File: config.mk
export PLATFORM = sky130hd
export DESIGN_NAME = riscv_mem_arbiter
export DESIGN_NICKNAME = d
export VERILOG_FILES = /design/src/rtl/riscv_arb_pkg.sv /design/src/rtl/riscv_mem_arbiter.sv
export SDC_FILE = /design/constraint.sdc
export NUM_CORES = 1
export LEC_CHECK = 0
export ABC_AREA = 1
export CORE_AREA = 5 5 106 108
export CTS_CLUSTER_DIAMETER = 120
export DETAILED_ROUTE_END_ITERATION = 10
export DIE_AREA = 0 0 111 113
export DONT_BUFFER_PORTS = 1
export GPL_TIMING_DRIVEN = 0
export HOLD_SLACK_MARGIN = 0.1
export PLACE_DENSITY = 0.33
export SYNTH_ARGS = -nofsm -noshare
export SYNTH_HDL_FRONTEND = slang
export SYNTH_SLANG_ARGS = --single-unit
File: constraint.sdc
create_clock -name clk -period 2.2 [get_ports clk]
set_input_delay 0.33 -clock clk [delete_from_list [all_inputs] [get_ports clk]]
set_output_delay 0.33 -clock clk [all_outputs]
set_load 0.02 [all_outputs]
File: src/rtl/riscv_arb_pkg.sv
// Shared types and constants for the RV32I memory-port arbiter.
package riscv_arb_pkg;

  typedef enum logic [1:0] {
    ARB_IDLE,
    ARB_REQ,
    ARB_RSP
  } arb_state_t;

  typedef enum logic {
    OWN_IF,
    OWN_D
  } arb_owner_t;

  // Fetches always read a full word; the top slices this to XLEN/8 lanes.
  localparam int unsigned FETCH_BE_MAX_W = 16;
  localparam logic [FETCH_BE_MAX_W-1:0] FETCH_BE = '1;

endpackage

File: src/rtl/riscv_mem_arbiter.sv
// Two-requester arbiter sharing a single-outstanding memory port between
// instruction fetch and the load/store unit. Data has fixed priority; a
// streak counter bounds how many data grants can pass a waiting fetch.
module riscv_mem_arbiter
  import riscv_arb_pkg::*;
#(
  parameter int unsigned XLEN        = 32,
  parameter int unsigned ALEN        = 32,
  parameter int unsigned MAX_DSTREAK = 4
) (
  input  logic              clk,
  input  logic              rst,
  input  logic              if_req,
  input  logic [ALEN-1:0]   if_addr,
  output logic              if_gnt,
  output logic              if_rvalid,
  output logic [XLEN-1:0]   if_rdata,
  output logic              if_err,
  input  logic              d_req,
  input  logic              d_we,
  input  logic [ALEN-1:0]   d_addr,
  input  logic [XLEN-1:0]   d_wdata,
  input  logic [XLEN/8-1:0] d_be,
  output logic              d_gnt,
  output logic              d_rvalid,
  output logic [XLEN-1:0]   d_rdata,
  output logic              d_err,
  output logic              mem_req,
  output logic              mem_we,
  output logic [ALEN-1:0]   mem_addr,
  output logic [XLEN-1:0]   mem_wdata,
  output logic [XLEN/8-1:0] mem_be,
  input  logic              mem_gnt,
  input  logic              mem_rvalid,
  input  logic [XLEN-1:0]   mem_rdata,
  input  logic              mem_err
);

  localparam int unsigned BW = XLEN / 8;
  localparam int unsigned SW = $clog2(MAX_DSTREAK + 1);
  localparam logic [SW-1:0] STREAK_MAX = SW'(MAX_DSTREAK);

  arb_state_t    state, state_nxt;
  arb_owner_t    owner, pick, sel;
  logic [SW-1:0] streak;
  logic          req_any, req_on, gnt_on, rsp_hit;

  // Fixed data priority, overridden once fetch has waited out a full streak.
  always_comb begin
    req_any = if_req | d_req;
    pick    = OWN_D;
    if (if_req && (!d_req || streak == STREAK_MAX)) pick = OWN_IF;
  end

  // Next state and all combinational outputs; everything is held at zero
  // while reset is asserted.
  always_comb begin
    state_nxt = state;
    sel       = owner;
    req_on    = 1'b0;
    rsp_hit   = 1'b0;
    if (!rst) begin
      unique case (state)
        ARB_IDLE: begin
          sel    = pick;
          req_on = req_any;
          if (req_any) state_nxt = mem_gnt ? ARB_RSP : ARB_REQ;
        end
        ARB_REQ: begin
          req_on = 1'b1;
          if (mem_gnt) state_nxt = ARB_RSP;
        end
        ARB_RSP: begin
          if (mem_rvalid) begin
            rsp_hit   = 1'b1;
            state_nxt = ARB_IDLE;
          end
        end
        default: state_nxt = ARB_IDLE;
      endcase
    end

    gnt_on    = req_on & mem_gnt;
    mem_req   = req_on;
    if_gnt    = gnt_on & (sel == OWN_IF);
    d_gnt     = gnt_on & (sel == OWN_D);
    mem_we    = 1'b0;
    mem_addr  = '0;
    mem_wdata = '0;
    mem_be    = '0;
    if (req_on) begin
      if (sel == OWN_D) begin
        mem_we    = d_we;
        mem_addr  = d_addr;
        mem_wdata = d_wdata;
        mem_be    = d_be;
      end else begin
        mem_addr  = if_addr;
        mem_be    = FETCH_BE[BW-1:0];
      end
    end

    if_rvalid = 1'b0;
    if_rdata  = '0;
    if_err    = 1'b0;
    d_rvalid  = 1'b0;
    d_rdata   = '0;
    d_err     = 1'b0;
    if (rsp_hit) begin
      if (owner == OWN_D) begin
        d_rvalid = 1'b1;
        d_rdata  = mem_rdata;
        d_err    = mem_err;
      end else begin
        if_rvalid = 1'b1;
        if_rdata  = mem_rdata;
        if_err    = mem_err;
      end
    end
  end

  // State register.
  always_ff @(posedge clk or posedge rst) begin
    if (rst) state <= ARB_IDLE;
    else     state <= state_nxt;
  end

  // Owner is captured whenever IDLE launches a request, granted or not,
  // so a late-rising competitor cannot steal a request stuck in REQ.
  always_ff @(posedge clk or posedge rst) begin
    if (rst)                                owner <= OWN_IF;
    else if (state == ARB_IDLE && req_any)  owner <= pick;
  end

  // Consecutive data grants seen by a waiting fetch, saturating.
  always_ff @(posedge clk or posedge rst) begin
    if (rst)                                  streak <= '0;
    else if (!if_req || if_gnt)               streak <= '0;
    else if (d_gnt && streak != STREAK_MAX)   streak <= streak + 1'b1;
  end

endmodule

==> reports/results.ini, run 1 <==
[critical_path]
cp_top_family = simple AND/OR/NAND/NOR gates
r2r_cells = 9
path_common_cell = nand2_4
worstPathArrival_ns = 1.80
worstPathCellList = inv_2 -> ha_4 -> nand2_4 -> nand2_4 -> nand2_4 -> o21ai_4 -> buf_12 -> clkbuf_16 -> o21ai_1 -> nor2_2
cp.required_ns = 1.87
cpMaxStageDelayCell = dfrtp_1
endpoint_kind = primary output
slowest_delay_ns = 0.38
cp_num_cells = 10
path_buf_inv = 3
path_class = register to primary output
start_kind = register
critPathMaxFanout = 7

[logic_synthesis]
synth_area_per_cell_um2 = 4.64
synth_area_mm2 = 0.00166
postSynthCellCount = 357
synth_nets = 499
synth_top_area_share_pct = 38.8
yosysUniqueCellTypes = 21
synth_largest_area_cell = nor2_1
synthTopCellsByArea = nor2_1, inv_1, o21ai_0, dfrtp_1, nand2_1
ys_warn_count = 0
ys_ff_latch = 6
synth.yosys.seq_area_share_pct = 9.07

[worst_hold_path]
whs_path_depth = 3
hold_class = input pin to register

[placement]
dp_hpwl_um = 7250
io_buffers = 0
post-place-ws_ns = -0.236
gp_congestion = 0.835

[die]
die_y_um = 113
die-area_mm2 = 0.0125
num_io_pins = 280
initial_core_util_pct = 16.3
coreArea_mm2 = 0.0101
row_count = 37
die-width_um = 111

[timing]
hold_violations = 0
rsz0062_at_grt = true
fin_ws_ns = 0.0672
fin_crit_sh_pct = 96.9
worst_pin_slew_ns = 0.501
setup-violations-final = 0
clock.fmax_ghz = 0.469
finClkSkew_ns = 0.00171
period_minus_slack_ns = 2.13
max-slew-margin-rel_pct = 66.5
final_max_slew_viol_count = 0

[finish]
final_core_util_pct = 27.8
diodes = 0
layout-area-overhead-vs-synth_pct = 70.3
finalNetCount = 522
drive_above_1_share_pct = 48.9

[cts]
numClockSinks = 6
cts_htree_levels = 1
clk_latency_ns = 0.22
clk_pin_slew_ns = 0.04
cts_root_buf = clkbuf_8
tritoncts.num_buffers = 3
cts_buffer_depth = 2
cts_tree = yes

[drt]
drt-initial-drc-count = 120
vias_per_cell = 4.49
first_pass_iters = 4
avgRoutedWirePerCell_um = 17.7
ant_nets = 0
routed_wl_um = 9080
remaining_drc_errors = 0
vias = 2308

[global_routing]
grt_use_total_pct = 12.8
gr-total-overflow = 0
grt_pass1_wl_um = 13300
first_global_vias = 2443
antenna_found_initial = 0
grt_max_degree = 11

[run]
cap_violations = 0

[pwr]
p_per_area_mw_per_mm2 = 946
ir_drop_uv = 381
p_leak_nw = 1.16

[status]
status = finished clean

## area by class of cell
| class | instances | area [um2] |
|---|---|---|
| timing repair buffer | 18 | 216 |
| fill | 1110 | 7320 |
| multi-input combinational | 276 | 1840 |
| inverter | 52 | 198 |
| buffer | 23 | 198 |
| clock buffer | 3 | 41.3 |
| tap | 136 | 170 |
| sequential | 6 | 151 |
## stage by stage
stage          power, mW  instances  cell area (um2)  hold WS, ns     TNS, ns
2_1_floorplan       1.47        357             1660        0.138           0
3_3_place_gp        1.74        493             1830        0.185       -8.45
3_5_place_dp        1.74        493             1830        0.183       -9.94
4_1_cts             2.34        506             2590        0.340  -0.0000815
5_1_grt             2.91        514             2820        0.357      -0.292
6_report            2.67        514             2820        0.336           0
## state kept, by name (all words and copies together) (netlist names)
register,flops
streak,3
owner,1
state,2
## final timing paths
check,slack (ns),endpoint,start
max in group asynchronous,1.42,state[1],rst
min reg2reg,0.59,streak[0],streak[0]
max,0.07,mem_addr[19],streak[0]
min in group asynchronous,0.53,streak[2],rst
min,0.34,state[0],mem_gnt
max reg2reg,0.56,streak[0],state[1]
## synth_stat cells, drive strengths merged
| master | n |
|---|---|
| buf | 20 |
| inv | 52 |
| nand2 | 43 |
| nand3 | 9 |
| xor2 | 1 |
| a21oi | 3 |
| ha | 2 |
| clkbuf | 3 |
| nor2 | 174 |
| dfrtp | 6 |
| o31ai | 1 |
| o21ai | 41 |
| nand4 | 2 |
## cells in the final DEF, fill, tap and decap left out
master	instances
nand2_2	1
inv_2	7
nand2_1	38
nor2_2	53
a21oi_2	1
a21oi_1	2
o31ai_1	1
nor2_1	55
clkbuf_8	3
clkbuf_16	3
o21ai_1	23
dfrtp_1	5
clkbuf_4	1
clkbuf_2	2
buf_4	15
nand4_1	2
ha_4	1
inv_4	1
buf_8	3
dlygate4sd3_1	1
o21ai_4	1
buf_2	7
nand2_4	4
nand3_1	9
inv_1	44
buf_6	7
dfrtp_2	1
ha_1	1
o21ai_0	11
nor2_4	66
xor2_1	1
o21ai_2	6
buf_12	2
## worst register-to-register path: stages, from the launching register on
cell	delay (ns)
dfrtp_2	0.43
nor2_4	0.13
nand2_2	0.12
nand2_4	0.11
o21ai_4	0.07
buf_12	0.15
buf_4	0.13
a21oi_2	0.24
nand3_1	0.13
nand2_1	0.08
## what timing repair did
item                       in CTS  in global routing
resized for setup             195                 58
hold buffers                    1                  0
setup buffers                   9                  3
pin swaps                      10                 31
setup endpoints to repair     113                116
hold endpoints to repair        6                  0
gates cloned                    0                  5
## power by group
| part | leakage (nW) | total [mW] | switching, mW | internal (mW) |
|---|---|---|---|---|
| registers | 0.0760 | 0.171 | 0.0294 | 0.142 |
| logic | 1.06 | 2.33 | 1.54 | 0.786 |
| clock network | 0.0216 | 0.167 | 0.0490 | 0.118 |
## cell families (layout without fill, tap and decap cells)
| logic type | after synthesis | count (layout) | share of synthesized area (%) |
|---|---|---|---|
| AND/OR/NAND/NOR | 228 | 228 | 54.2 |
| buffers and inverters | 75 | 96 | 20.0 |
| AO/OA/AOI/OAI | 45 | 45 | 14.7 |
| flip-flops | 6 | 6 | 9.07 |
| adder cells (fa/ha/maj) | 2 | 2 | 1.51 |
| XOR/XNOR | 1 | 1 | 0.529 |
## per-layer routing
metal | part of all wire, % | global-route usage [%]
met1 | 36 | 14.7
met2 | 55 | 24.6
met3 | 8.1 | 3.26
met4 | 0.64 | 1.64
met5 | 0 | 0
(Power assumes the default switching activity.)
==> run 2, diff against run 1 <==
- MAX_ROUTING_LAYER: unset -> met4
==> run 2 against run 1 <==
  * Via count down 0.56%
  * Largest cell class unchanged
  * Setup slack is essentially flat
  * Clock skew barely moved
  * Wire length decreased by 0.19%
  * Critical endpoint unchanged
  * Worst hold slack hardly changed
  * Design area stayed put
  * Sequential share of layout area did not move
  * Critical path depth unchanged
==> reports/results.ini, run 2 (same netlist as run 1, synthesis figures left out) <==
[critical_path]
path_buf_inv = 3
slowest_delay_ns = 0.38
path_common_cell = nand2_4
critPathMaxFanout = 7
cpMaxStageDelayCell = dfrtp_1
r2r-end = streak[0]
r2r_cells = 9
worstPathArrival_ns = 1.80
start_kind = register
worstPathCellList = inv_2 -> ha_4 -> nand2_4 -> nand2_4 -> nand2_4 -> o21ai_4 -> buf_12 -> clkbuf_16 -> o21ai_1 -> nor2_2
r2r_slack_ns = 0.56
endpoint_kind = primary output
path_class = register to primary output
r2r_start = state[1]
cp.required_ns = 1.87
cp_top_family = simple AND/OR/NAND/NOR gates

[drt]
remaining_drc_errors = 0
vias_per_cell = 4.46
vias = 2295
routed_wl_um = 9060
drt-initial-drc-count = 113
avgRoutedWirePerCell_um = 17.6
ant_nets = 0
first_pass_iters = 4

[pwr]
p_total_mw = 2.66
p_per_area_mw_per_mm2 = 945
ir_drop_uv = 381
p_leak_nw = 1.16

[finish]
top_register = streak
diodes = 0
final_common_cell = nor2_4
final_cell_mix = nor2_4, nor2_1, nor2_2, inv_1, nand2_1
instances_no_fill = 514
layout-area-overhead-vs-synth_pct = 70.3
finalNetCount = 522
drive_above_1_share_pct = 48.9
reg_top3 = streak x3, state x2, owner x1
largest_reg_flops = 3

[cts]
cts_root_buf = clkbuf_8
cts_tree = yes
cts_buffer_depth = 2
cts_htree_levels = 1
numClockSinks = 6
clk_pin_slew_ns = 0.04
clk_latency_ns = 0.22
tritoncts.num_buffers = 3

[timing]
max-slew-margin-rel_pct = 66.5
period_minus_slack_ns = 2.13
worst_pin_slew_ns = 0.501
hold_slack_ns = 0.336
final_max_slew_viol_count = 0
rsz0062_at_grt = true
hold_violations = 0
fin_crit_sh_pct = 96.9
clock.fmax_ghz = 0.469
setup-violations-final = 0
finClkSkew_ns = 0.00175

[global_routing]
grt_use_total_pct = 13.2
grt_max_degree = 11
grt_pass1_wl_um = 13300
first_global_vias = 2446
gr-total-overflow = 0
antenna_found_initial = 0

[worst_hold_path]
whs_path_depth = 3
holdPathEnd = state[0]
hold_class = input pin to register
hold_path.startpoint = mem_gnt

[die]
initial_core_util_pct = 16.3
die_y_um = 113
coreArea_mm2 = 0.0101
row_count = 37
num_io_pins = 280
die-width_um = 111
die-area_mm2 = 0.0125

[placement]
dp_hpwl_um = 7250
dp_cells = 493
gp_congestion = 0.848
io_buffers = 0

[run]
cap_violations = 0

[status]
status = finished clean

run 2: cell counts in the layout (fill, tap and decap cells not counted):
No cell type changed its count.
run 2: layer usage:
layer  part of all wire [%]  GRT usage, %  vias to the layer above
met3                    8.0          3.26                        4
li1                       -             -                     1108
met2                     55          24.6                      156
met4                   0.54          1.64                        0
met5                      0             -                        -
met1                     36          14.6                     1027
run 2: repair_timing:
| item | 4_1_cts | 5_1_grt |
|---|---|---|
| hold endpoints to repair | 6 | 0 |
| buffers inserted | 9 | 3 |
| gates resized for setup | 195 | 58 |
| endpoints found under the setup margin | 113 | 116 |
| hold buffers | 1 | 0 |
| cloned | 0 | 5 |
| pin swaps | 10 | 31 |
run 2: final cells by class:
| cell class | instances | area, um2 |
|---|---|---|
| plain buffers | 23 | 198 |
| clock buffers | 3 | 41.3 |
| fillers | 1110 | 7320 |
| inverters | 52 | 198 |
| multi-input cells | 276 | 1840 |
| flip-flops and latches | 6 | 151 |
| well taps | 136 | 170 |
| repair buffers | 18 | 216 |
run 2: how the worst max path moves through the flow:
| stage | startpoint | endpoint | slack [ns] | cells after the start |
|---|---|---|---|---|
| after floorplan | rst | d_rdata[10] | 0.25 | 6 |
| after global placement | rst | d_rdata[23] | -0.21 | 6 |
| after detailed placement | rst | d_rdata[23] | -0.24 | 6 |
| after CTS | streak[0] | mem_addr[3] | -0.00008 | 10 |
| after global routing | streak[1] | mem_be[2] | -0.03 | 11 |
| final | streak[0] | mem_addr[19] | 0.07 | 10 |
run 2: power breakdown:
| group | switching (mW) | internal [mW] |
|---|---|---|
| clock network | 0.0490 | 0.118 |
| logic | 1.54 | 0.786 |
| registers | 0.0294 | 0.142 |
run 2: tightest hold or removal path: cells and delay by family:
family	cells	cell delay [ns]
buffers and inverters	1	0.04
AOI/OAI and AO/OA	1	0.07
and+or+nand+nor	1	0.07
run 2: metrics by stage:
stage	utilization (%)	instance area [um2]	TNS [ns]	setup slack (ns)
6_report	27.8	2820	0	0.0671
5_1_grt	27.8	2820	-0.290	-0.0293
4_1_cts	25.6	2590	-0.0000815	-0.0000815
3_5_place_dp	18.0	1830	-9.94	-0.236
3_3_place_gp	18.0	1830	-8.45	-0.213
2_1_floorplan	-	1660	0	0.247
==> run 3, diff against run 2 <==
- PLACE_DENSITY: 0.33 -> unset
- SLEW_MARGIN: unset -> 40
==> run 3 against run 2 <==
  * Global-route usage shrank 0.58 points
  * Critical path depth shrank 1
  * Sequential power about the same
  * Clock-buffer cell count unchanged
  * Register-to-register slack improved by 0.06 ns
  * Sequential share of layout area shrank 0.43 points
  * Power rose by 9.8%
  * Wire length increased by 7.2%
  * Sequential cell count unchanged
  * Via count is 5.3% higher
  * Worst hold slack got worse by 0.0080 ns
  * Setup slack better by 0.011 ns
==> reports/results.ini, run 3 (same netlist as run 1, synthesis figures left out) <==
[pwr]
switchingPower_mw = 1.84
ir_drop_uv = 621
p_total_mw = 2.93
power_frac_clock_pct = 5.7
p_int_mw = 1.08
p_leak_nw = 1.17
p_seq_share_pct = 5.8
p_per_area_mw_per_mm2 = 963
swShare_pct = 63.0
p_comb_share_pct = 88.5

[global_routing]
grt_pass1_wl_um = 12600
antenna_found_initial = 0
grtUsageMet2_pct = 21.5
grt_util_met3_pct = 4.06
grtUsageMet1_pct = 15.0
grt_max_degree = 11
grt_use_total_pct = 12.6
first_global_vias = 2310
gr-total-overflow = 0
busiest_layer = met2

[finish]
final_cell_mix = nor2_4, nor2_2, inv_1, nor2_1, nand2_1
drive_above_1_share_pct = 54.9
final_common_cell = nor2_4
largest_reg_flops = 3
fillCellCount = 1082
layout-area-overhead-vs-synth_pct = 83.5
reg_top3 = streak x3, state x2, owner x1
diodes = 0
final_core_util_pct = 30.0
instances_no_fill = 511
top_register = streak
finalNetCount = 519

[cts]
clk_latency_ns = 0.22
cts_htree_levels = 1
cts_tree = yes
cts_buffer_depth = 2
clk_pin_slew_ns = 0.04
tritoncts.num_buffers = 3
numClockSinks = 6
cts_root_buf = clkbuf_8

[worst_hold_path]
hold_path.startpoint = if_req
hold_class = input pin to register
whs_path_depth = 3
holdPathEnd = owner

[die]
die-width_um = 111
coreArea_mm2 = 0.0101
die-area_mm2 = 0.0125
die_y_um = 113
row_count = 37
num_io_pins = 280
initial_core_util_pct = 16.3

[placement]
gp_congestion = 0.800
post-place-ws_ns = -0.166
dp_hpwl_um = 7000
io_buffers = 0
dp_cells = 493

[timing]
hold_violations = 0
worst_pin_slew_ns = 0.453
period_minus_slack_ns = 2.12
setup-violations-final = 0
setup_tns_ns = 0
clock.fmax_ghz = 0.471
rsz0062_at_grt = true
fin_crit_sh_pct = 96.5
fin_ws_ns = 0.0778
final_max_slew_viol_count = 0
max-slew-margin-rel_pct = 69.7
finClkSkew_ns = 0.00183

[critical_path]
r2r_cells = 10
path_class = register to primary output
cpMaxStageDelayCell = dfrtp_1
start_kind = register
critPathMaxFanout = 5
r2r_start = streak[1]
worstPathArrival_ns = 1.79
path_common_cell = nand2_4
r2r_slack_ns = 0.62
cp.required_ns = 1.87
endpoint_kind = primary output
slowest_delay_ns = 0.39
worstPathCellList = inv_2 -> ha_4 -> nand2_4 -> nand2_4 -> nand2_8 -> o21ai_4 -> buf_6 -> o21ai_0 -> nor2_2
r2r-end = streak[1]

[drt]
first_pass_iters = 4
remaining_drc_errors = 0
vias_per_cell = 4.73
drt-initial-drc-count = 124
ant_nets = 0
vias = 2416
routed_wl_um = 9710
avgRoutedWirePerCell_um = 19.0

[status]
status = finished clean

[run]
cap_violations = 0

## run 3: worst max-delay path by stage
stage / startpoint / to / cells past startpoint
after floorplan: rst / d_rdata[10] / 6
final: streak[1] / mem_addr[14] / 9
after CTS: state[0] / if_rdata[12] / 6
after detailed placement: rst / d_rdata[30] / 6
after global placement: rst / d_rdata[30] / 6
after global routing: streak[1] / mem_addr[26] / 10
## run 3: layout make-up
type	count	area [um2]	share of cell area (%)
multi-input cells	277	2070	68.2
plain buffers	22	220	7.25
inverters	52	195	6.43
repair buffers	15	190	6.26
well taps	136	170	5.60
flip-flops and latches	6	150	4.94
clock buffers	3	41.3	1.36
## run 3: critical path: cells and delay by family (launching register included)
kind	cells	cell delay, ns
AND/OR/NAND/NOR	4	0.47
adder cells (fa/ha/maj)	1	0.13
flip-flops	1	0.39
AO/OA/AOI/OAI	2	0.34
buffers and inverters	2	0.23
## run 3: per-layer routing
| layer | routed length (um) | part of all wire (%) |
|---|---|---|
| met4 | 92 | 0.95 |
| met3 | 802 | 8.3 |
| met2 | 5230 | 54 |
| met1 | 3590 | 37 |
| met5 | 0 | 0 |
## run 3: stage by stage
step                hold slack, ns  area (um2)
global route                 0.372        3040
global placement             0.171        1830
CTS                          0.346        2280
detailed placement           0.171        1830
finish                       0.328        3040
floorplan                    0.138        1660
## run 3: repair_timing
action	4_1_cts	5_1_grt
hold buffers	1	0
setup buffers	6	3
pin swaps	17	29
setup endpoints to repair	120	136
resized for setup	116	203
hold endpoints to repair	6	0
gates cloned	3	3
## run 3: power by group through the flow
stage	Clock (mW)	Combinational [mW]	Sequential [mW]
final	0.166	2.59	0.171
after global routing	0.181	2.78	0.174
after CTS	0.170	2.07	0.165
after detailed placement	0	1.60	0.166
after global placement	0	1.59	0.165
after floorplan	0	1.31	0.162
==> edit 1, RTL diff (config.mk and constraints of run 3) <==
Encoding of `arb_state_t`: now one-hot (3 bits for 3 states).
--- a/src/rtl/riscv_arb_pkg.sv
+++ b/src/rtl/riscv_arb_pkg.sv
@@ -1,10 +1,10 @@
 // Shared types and constants for the RV32I memory-port arbiter.
 package riscv_arb_pkg;
 
-  typedef enum logic [1:0] {
-    ARB_IDLE,
-    ARB_REQ,
-    ARB_RSP
+  typedef enum logic [2:0] {
+    ARB_IDLE = 3'b001,
+    ARB_REQ  = 3'b010,
+    ARB_RSP  = 3'b100
   } arb_state_t;
 
   typedef enum logic {
Function: no difference found for any inputs over 10 cycles, from zero or initial values and one cycle with rst high; not proved beyond that.
==> edit 1 against run 3 <==
- sequential cell count up 1
- hold slack worse by 0.14 ns
- power up 45%
- first-iteration DRC count down 12%
- synthesized area up 4.5%
- worst setup slack worse by 0.051 ns
- combinational power up 47%
- via count up 3.1%
- cell area up 12%
- wire length up 5.1%
- critical endpoint is now if_rdata[2]
- largest power group unchanged
==> edit 1: results (changes against run 3) <==
[finish]
nNetsFinal=527  ; +1.5%
drive_above_1_share=0.643  ; +0.0939
reg_top3=state: 3 flops, streak: 3 flops, owner: 1 flops

[logic_synthesis]
yosysSeqAreaShare=0.102  ; +0.0113
syn_nets=505  ; +1.2%
synth-compound-area-share=0.122  ; -0.0243
synth-adder-area-share=0.0145  ; -0.000645
synth_xor_area_frac=0.00507  ; -0.000226
ys.flop_type=dfrtp_1
synth_common_cells=nor2_1 (168), nand2_1 (47), inv_1 (45)
synth_area_leaders=nor2_1 (36%), nand2_1 (10%), o21ai_1 (10%)
syn-instance-count=363  ; +1.7%
synthMuxAreaShare=0  ; unchanged

[critical_path]
cpPeakStageDelay_ns=0.44  ; +0.05 ns
regToRegSetupSlack_ns=0.30  ; -0.32 ns
arrival_ns=1.84  ; +0.05 ns
path_max_fanout=10  ; +5
r2r-start=streak[1]
worstRegToRegCells=13  ; +3
critPathSlowestCell=dfrtp_2

[pwr]
ir_worst_vdd_uv=699  ; +12%
power.leakage_nw=1.23  ; +4.9%

[grt]
grt_pass1_vias=2198  ; -4.8%
grt_antenna_before_repair=0  ; unchanged
grt_util_all_layers=0.126  ; -0.000476
grt_max_degree=11  ; unchanged
grt_pass1_wl_um=12600  ; -0.11%

[placed_design]
place_inst=499  ; +1.2%
gp_congestion=0.818  ; +2.3%
io_buffers=0  ; unchanged
post-dp-hpwl_um=6950  ; -0.66%

[run_status]
status=completed

[clock_network]
cts_made_buffers=3  ; unchanged

[timing]
finClkSkew_ns=0.000736  ; -0.00109 ns
worst_slew_pin_slew_ns=0.516  ; +0.0627 ns

[detailed_routing]
wl_um=10200  ; +5.1%
vias=2492  ; +3.1%
wl_per_cell_um=19.6  ; +3.3%
drt_iter0_markers=109  ; -12%

[min_path]
min_path_type=primary input to asynchronous set/reset pin

## edit 1: where the power goes
group	internal, W	total [W]	switching (W)
Sequential	0.000179	0.000226	0.0000467
Clock	0.000126	0.000184	0.0000588
Combinational	0.00139	0.00382	0.00243
Total	0.00169	0.00423	0.00254
## edit 1: critical path: cells and delay by family, from the launching register on
family / cells / cell delay [ns]
flip-flops: 1 / 0.44
buffers and inverters: 2 / 0.32
AND/OR/NAND/NOR: 4 / 0.86
## edit 1: worst max-delay path by stage
stage,startpoint,end,cells after the start
after detailed placement,rst,if_rdata[21],6
final,state[1],if_rdata[2],6
after CTS,state[1],if_rdata[4],6
after global placement,rst,if_rdata[21],6
after global routing,streak[1],mem_addr[0],12
after floorplan,rst,d_rdata[10],6
## edit 1: area by class of cell
cell class	count	area (sq um)
Fill cell	1039	6750
Timing Repair Buffer	15	224
Tap cell	136	170
Inverter	53	219
Clock buffer	4	45.0
Multi-Input combinational cell	281	2250
Sequential cell	7	178
Timing Repair inverter	1	8.76
Buffer	23	300
## edit 1: layer usage
metal	GRT usage	wire, um	vias up
met3	0.0353	737	14
met5	-	0	-
met1	0.157	3890	1207
li1	-	-	1132
met4	0.0181	108	0
met2	0.208	5470	139
## edit 1: kinds of logic (layout without fill, tap and decap cells)
family	after synthesis	after routing
xor gates and xnor gates	1	1
and+or+nand+nor	235	236
AOI/OAI and AO/OA	42	42
DFF	7	7
buffers and inverters	76	96
adders and majority gates	2	2
## edit 1: repair_timing
item,4_1_cts,5_1_grt
buffers inserted,4,3
endpoints found under the setup margin,135,137
pin swaps,24,32
resized for setup,174,180
hold endpoints to repair,6,0
gates cloned,0,9
hold buffers,1,0
## edit 1: per-stage QoR
stage,hold WS [ns],setup WS [ns],area (sq um)
floorplan,0.179,0.217,1730
CTS,0.130,-0.0841,2530
finish,0.192,0.0271,3390
global route,0.222,-0.0690,3390
global placement,0.231,-0.193,1900
detailed placement,0.227,-0.180,1900
==> edit 2, RTL diff (flow settings as in run 3) <==
Without the edit above. `ALEN`: 32 -> 16.
--- a/src/rtl/riscv_mem_arbiter.sv
+++ b/src/rtl/riscv_mem_arbiter.sv
@@ -5,7 +5,7 @@
   import riscv_arb_pkg::*;
 #(
   parameter int unsigned XLEN        = 32,
-  parameter int unsigned ALEN        = 32,
+  parameter int unsigned ALEN        = 16,
   parameter int unsigned MAX_DSTREAK = 4
 ) (
   input  logic              clk,
Interface: changed (resized d_addr, if_addr and mem_addr); port bits go from 280 to 232. No check against the original RTL was run, so the function may have changed too.
==> edit 2 against run 3 <==
- wire length down 19%
- first-iteration DRC count down 6.5%
- worst setup slack worse by 0.055 ns
- synthesized area down 15%
- sequential cell count unchanged
- fmax down 2.5%
- cell area down 16%
- highest routed layer unchanged
- power down 22%
==> edit 2: results (changes against run 3) <==
[grt]
grt_util_all_layers=0.107  ; -0.0195
grt_pass1_vias=1949  ; -16%
use_met1=0.118  ; -0.0322
grt_pass1_wl_um=10700  ; -15%

[logic_synthesis]
yosysSeqAreaShare=0.106  ; +0.0157
synth_area_leaders=nor2_1 (37%), inv_1 (13%), dfrtp_1 (11%)
avgSynthCellArea_sq_um=4.66  ; +0.46%
syn_nets=413  ; -17%
synth_common_cells=nor2_1 (139), inv_1 (49), nand2_1 (40)

[timing]
period_minus_slack_ns=2.18  ; +0.0555 ns
whs_ns=0.342  ; +0.0135 ns

[critical_path]
worstRegToRegCells=11  ; +1
crit_family=buffers and inverters
cpPeakStageDelay_ns=0.35  ; -0.04 ns
reg2reg_to=streak[2]
arrival_ns=1.85  ; +0.06 ns
path_max_fanout=10  ; +5
endpoint=mem_wdata[19]

[pwr]
p_int_w=0.000862  ; -20%
fin_total_pwr_w=0.00228  ; -22%
power.leakage_nw=1.02  ; -13%
ir_worst_vdd_uv=401  ; -35%

[run_status]
status=completed

[placed_design]
place_inst=439  ; -11%
post-dp-hpwl_um=5960  ; -15%
dp_slack_ns=-0.0932  ; +0.0725 ns
gp_congestion=0.783  ; -2.0%

[finish]
instances_no_fill=455  ; -11%
drive_above_1_share=0.511  ; -0.0384
nNetsFinal=431  ; -17%

[min_path]
hold_end=state[0]

[detailed_routing]
wl_met1_um=2820  ; -21%

## edit 2: cell types whose count changed after synthesis, moves of 2 or more
cell / before / now
buf_2: 16 / 14
o21ai_1: 5 / 13
buf_6: 4 / 1
nor2_1: 171 / 139
o21ai_0: 35 / 11
clkbuf_1: 3 / 1
## edit 2: logic make-up after synthesis
family / count (synthesis) / synth area share
fa+ha+maj: 2 / 0.0177
xor+xnor: 1 / 0.00621
compound gates: 29 / 0.115
buf+inv: 69 / 0.204
flops: 6 / 0.106
simple gates: 196 / 0.551
## edit 2: what timing repair did
item	4_1_cts	5_1_grt
gates cloned	1	1
endpoints found under the hold margin	6	0
pin swaps	15	14
gates resized for setup	99	136
endpoints found under the setup margin	114	110
hold buffers	1	0
buffers inserted	8	2
## edit 2: cell type report
type	count	area share
buffer	17	0.0623
multi-input combinational	228	0.657
timing repair buffer	13	0.0623
inverter	52	0.0765
tap	136	0.0667
clock buffer	3	0.0162
sequential	6	0.0589
